<file path="src/rtl/sap_accumulator_reg_pkg.sv">
// sap_accumulator_reg_pkg: datapath width and control-word bit positions shared across the SAP CPU
package sap_accumulator_reg_pkg;
  localparam int DATA_W = 8;
  localparam int CTRL_W = 16;
  localparam int LOAD_A = 5;
  localparam int EN_A = 4;
  typedef logic [DATA_W-1:0] data_t;
  typedef logic [CTRL_W-1:0] ctrl_t;
endpackage

</file>
<file path="src/rtl/sap_accumulator_reg_if.sv">
// sap_accumulator_reg_if: bus, strobes and outputs of the accumulator register
interface sap_accumulator_reg_if import sap_accumulator_reg_pkg::*; #(parameter int WIDTH = DATA_W);
  logic [WIDTH-1:0] bus;
  logic [WIDTH-1:0] regA;
  logic [WIDTH-1:0] bus_out;
  logic load;
  logic enable_output;
  logic bus_oe;
  modport master(output bus, load, enable_output, input regA, bus_out, bus_oe);
  modport slave(input bus, load, enable_output, output regA, bus_out, bus_oe);
endinterface

</file>
<file path="src/rtl/sap_accumulator_reg.sv">
// sap_accumulator_reg: register A, loads from the bus and drives it back when output-enabled
module sap_accumulator_reg import sap_accumulator_reg_pkg::*; #(
  parameter int WIDTH = DATA_W
) (
  input logic clk,
  input logic rst,
  sap_accumulator_reg_if.slave acc
);
  logic [WIDTH-1:0] q;
  always_ff @(posedge clk or posedge rst)
    if (rst) q <= '0;
    else if (acc.load) q <= acc.bus;
  assign acc.regA = q;
  assign acc.bus_out = acc.enable_output ? q : '0;
  assign acc.bus_oe = acc.enable_output;
endmodule

</file>
<file path="src/flat_wrapper.sv">
// flat-port wrapper written by rule: the top's interface ports become plain ports
module sap_accumulator_reg_flat import sap_accumulator_reg_pkg::*;
#(
  parameter int WIDTH = DATA_W
)
  (clk, rst, acc_bus, acc_load, acc_enable_output, acc_regA, acc_bus_out, acc_bus_oe);
  sap_accumulator_reg_if #(.WIDTH(WIDTH)) acc_i ();
  input logic clk;
  input logic rst;
  input wire logic [$bits(acc_i.bus)-1:0] acc_bus;
  input wire logic [$bits(acc_i.load)-1:0] acc_load;
  input wire logic [$bits(acc_i.enable_output)-1:0] acc_enable_output;
  output wire logic [$bits(acc_i.regA)-1:0] acc_regA;
  output wire logic [$bits(acc_i.bus_out)-1:0] acc_bus_out;
  output wire logic [$bits(acc_i.bus_oe)-1:0] acc_bus_oe;
  assign acc_i.bus = acc_bus;
  assign acc_i.load = acc_load;
  assign acc_i.enable_output = acc_enable_output;
  assign acc_regA = acc_i.regA;
  assign acc_bus_out = acc_i.bus_out;
  assign acc_bus_oe = acc_i.bus_oe;
  sap_accumulator_reg #(.WIDTH(WIDTH)) u_core (.clk(clk), .rst(rst), .acc(acc_i));
endmodule
</file>
<file path="config.mk">
export PLATFORM = sky130hd
export DESIGN_NAME = sap_accumulator_reg_flat
export DESIGN_NICKNAME = d
export VERILOG_FILES = /design/src/rtl/sap_accumulator_reg_pkg.sv /design/src/rtl/sap_accumulator_reg_if.sv /design/src/rtl/sap_accumulator_reg.sv /design/src/flat_wrapper.sv
export SDC_FILE = /design/constraint.sdc
export NUM_CORES = 1
export LEC_CHECK = 0
export ABC_CLOCK_PERIOD_IN_PS = 1000
export CORE_AREA = 8 8 45 47
export CTS_BUF_LIST = sky130_fd_sc_hd__clkbuf_8
export DETAILED_ROUTE_END_ITERATION = 10
export DIE_AREA = 0 0 53 55
export GPL_TIMING_DRIVEN = 0
export PLACE_DENSITY = 0.74
export SLEW_MARGIN = 5
export SYNTH_ARGS = -nofsm -noshare
export SYNTH_HDL_FRONTEND = slang
export SYNTH_SLANG_ARGS = --single-unit
</file>
<file path="constraint.sdc">
create_clock -name clk -period 1 [get_ports clk]
set_input_delay 0.25 -clock clk [delete_from_list [all_inputs] [get_ports clk]]
set_output_delay 0.25 -clock clk [all_outputs]
set_load 0.01 [all_outputs]
</file>
==> flow_summary.ini <==
[finish]
final-seq-area_um2 = 200
areaGrowthSynthToFinish_pct = 86.6
layout-drive-gt1-share_pct = 59.1
largest_reg_flops = 8
layout_common_cells = 14 x buf_2, 9 x clkdlybuf4s50_1
antenna-diode-count = 0
multi_input_area_um2 = 170
nFillCells = 128
final_common_cell = buf_2
finish.net_count = 80

[grt]
antenna_found_initial = 0
grt_util_all_layers_pct = 7.37
grt_use_met1_pct = 7.11
grt.overflow.total = 0
use_met3_pct = 4.81
grt_pass1_wl_mm = 1.58
grt_pass1_vias = 380
met2_usage_pct = 12.5
busiest_layer = met2
grt_max_degree = 10

[pwr]
p_leak_nw = 0.384
power_mw = 1.06
p_sw_share_pct = 22.8
comb_power_share_pct = 28.7
switchingPower_mw = 0.241
seqPwrFrac_pct = 35.8
internal-power_mw = 0.817
p_per_area_mw_per_mm2 = 1440
vdd_drop_max_uv = 769
power_frac_clock_pct = 35.5

[synth]
synthTopCellsByArea = dfrtp_1 51%, mux2_4 31%, and2_1 13%
synth.distinct_cells = 6
yosys_register_bits = 8
postSynthCellCount = 27
seq_area_frac_synth_pct = 51.0
synth_area_um2 = 393
avgSynthCellArea_um2 = 14.6
yosysWarnings = 0
syn_nets = 39
yosysTopAreaCell = dfrtp_1
yosysTopAreaCellShare_pct = 51.0

[floorplan]
rows = 14
start_util_pct = 28.4
die_area_mm2 = 0.00292
core_area_mm2 = 0.00138
fp.dieH_um = 55
pin_count = 29
chipWidth_um = 53

[hold_path]
min_path_type = in -> async

[critical_path]
cp.depth = 2
max_stage_delay_ns = 0.38
worstReg2RegStart = u_core.acc.regA[6]$_DFFE_PP0P_
worstReg2RegEnd = u_core.acc.regA[6]$_DFFE_PP0P_
cp.buffers_inverters = 1
crit_end = acc_bus_out[7]
crit_path_start_kind = register
worst-r2r-setup-slack_ns = 0.01
cp.arrival_ns = 0.88
path_max_fanout = 2
crit_chain = and2_1 > buf_2
cp_slowest_cell = dfrtp_1
worst_setup_path_end_kind = output port
ff2ff_path_depth = 3
crit_family = flip-flops
worstSetupPathType = reg -> out
startpoint = u_core.acc.regA[7]$_DFFE_PP0P_
worst_ep_required_time_ns = 0.75

[routing]
ant_nets = 0
drt-initial-drc-count = 1
wire_per_inst_um = 12.9
routed_via_density = 4.18
first_pass_iters = 2
vias = 343
finalWirelength_mm = 1.06
drc = 0

[clock_tree]
cts.clk_slew.worst_paths_ns = 0.04
postCtsHoldBufs = 0
cts_tree = done
cts_buffers = 3
cts_sinks = 8
htree_levels = 1
clk_latency_ns = 0.22
ctsRootBufferMaster = clkbuf_8
clk_path_buf_depth = 2

[sta]
fin_skew_ns = 0
rsz0062_at_grt = true
tightest_slew_ns = 0.307
max_slew_margin_pct = 79.5
tns_ns = -1.22
finalCritPeriodShare_pct = 113
hold_viol_final = 0
finalSetupViolations = 13
max_clock_freq_mhz = 884
slew_viol_final = 0
finalCriticalPeriod_ns = 1.13
setup_ws_ns = -0.131

[run_status]
outcome = finished with violations
violations = setup timing

[placed_design]
port_buffers = 27
gp_congestion = 0.619

[flow_run]
timing.max_cap.violations = 0
==> power by group through the flow <==
stage | combinational [mW] | sequential [mW] | clock, mW
finish | 0.304 | 0.378 | 0.376
global route | 0.327 | 0.382 | 0.410
CTS | 0.258 | 0.379 | 0.386
detailed placement | 0.291 | 0.387 | 0
global placement | 0.288 | 0.384 | 0
floorplan | 0.104 | 0.398 | 0
==> Yosys cell counts, drive strengths merged <==
cell / number
mux2: 8
and2: 8
buf: 2
dfrtp: 8
inv: 1
==> worst min-delay path by stage <==
| stage | from | slack [ns] | to | depth (start not counted) |
|---|---|---|---|---|
| final | rst | 0.27 | u_core.acc.regA[5]$_DFFE_PP0P_ | 2 |
| after floorplan | rst | 0.07 | u_core.acc.regA[0]$_DFFE_PP0P_ | 1 |
| after CTS | rst | 0.28 | u_core.acc.regA[3]$_DFFE_PP0P_ | 2 |
| after global placement | u_core.acc.regA[1]$_DFFE_PP0P_ | 0.51 | u_core.acc.regA[1]$_DFFE_PP0P_ | 1 |
| after global routing | rst | 0.30 | u_core.acc.regA[3]$_DFFE_PP0P_ | 2 |
| after detailed placement | rst | 0.52 | u_core.acc.regA[5]$_DFFE_PP0P_ | 2 |
==> through the flow <==
step	hold WS, ns	std cells	instance area (um^2)	setup slack, ns	utilization [%]
after floorplan	0.0657	27	393	0.158	-
after global placement	0.514	70	683	-0.820	49.4
after detailed placement	0.517	70	683	-0.834	49.4
after CTS	0.280	77	669	-0.146	48.4
after global routing	0.297	82	733	-0.166	53.0
final	0.274	82	733	-0.131	53.0
==> worst reg2reg max path: cells and delay by family, from the launching register on <==
kind | cells | cell delay, ns
flip-flops | 1 | 0.37
buffers and inverters | 2 | 0.25
multiplexers | 1 | 0.25
==> cells by family (layout without fill, tap and decap cells) <==
logic type	count (synthesis)	count (layout)	synth area share [%]
flip-flops	8	8	51.0
multiplexers	8	8	30.6
buffers and inverters	3	42	5.73
AND/OR/NAND/NOR	8	8	12.7
==> layout make-up <==
class                           instances  area share, %
Timing Repair Buffer                   36           38.1
Sequential cell                         8           27.3
Multi-Input combinational cell         16           23.2
Clock buffer                            3           5.63
Tap cell                               16           2.73
Buffer                                  2           2.56
Inverter                                1          0.512
==> what timing repair did <==
item,in CTS,in global routing
hold endpoints to repair,0,0
pin swaps,3,1
endpoints found under the setup margin,17,17
setup buffers,4,5
resized for setup,70,5
==> routing by layer <==
metal	part of all wire, %	vias to the layer above
li1	-	165
met1	39	158
met2	47	20
met3	13	0
met4	0	0
met5	0	-
Power figures use the tool's default switching activity.
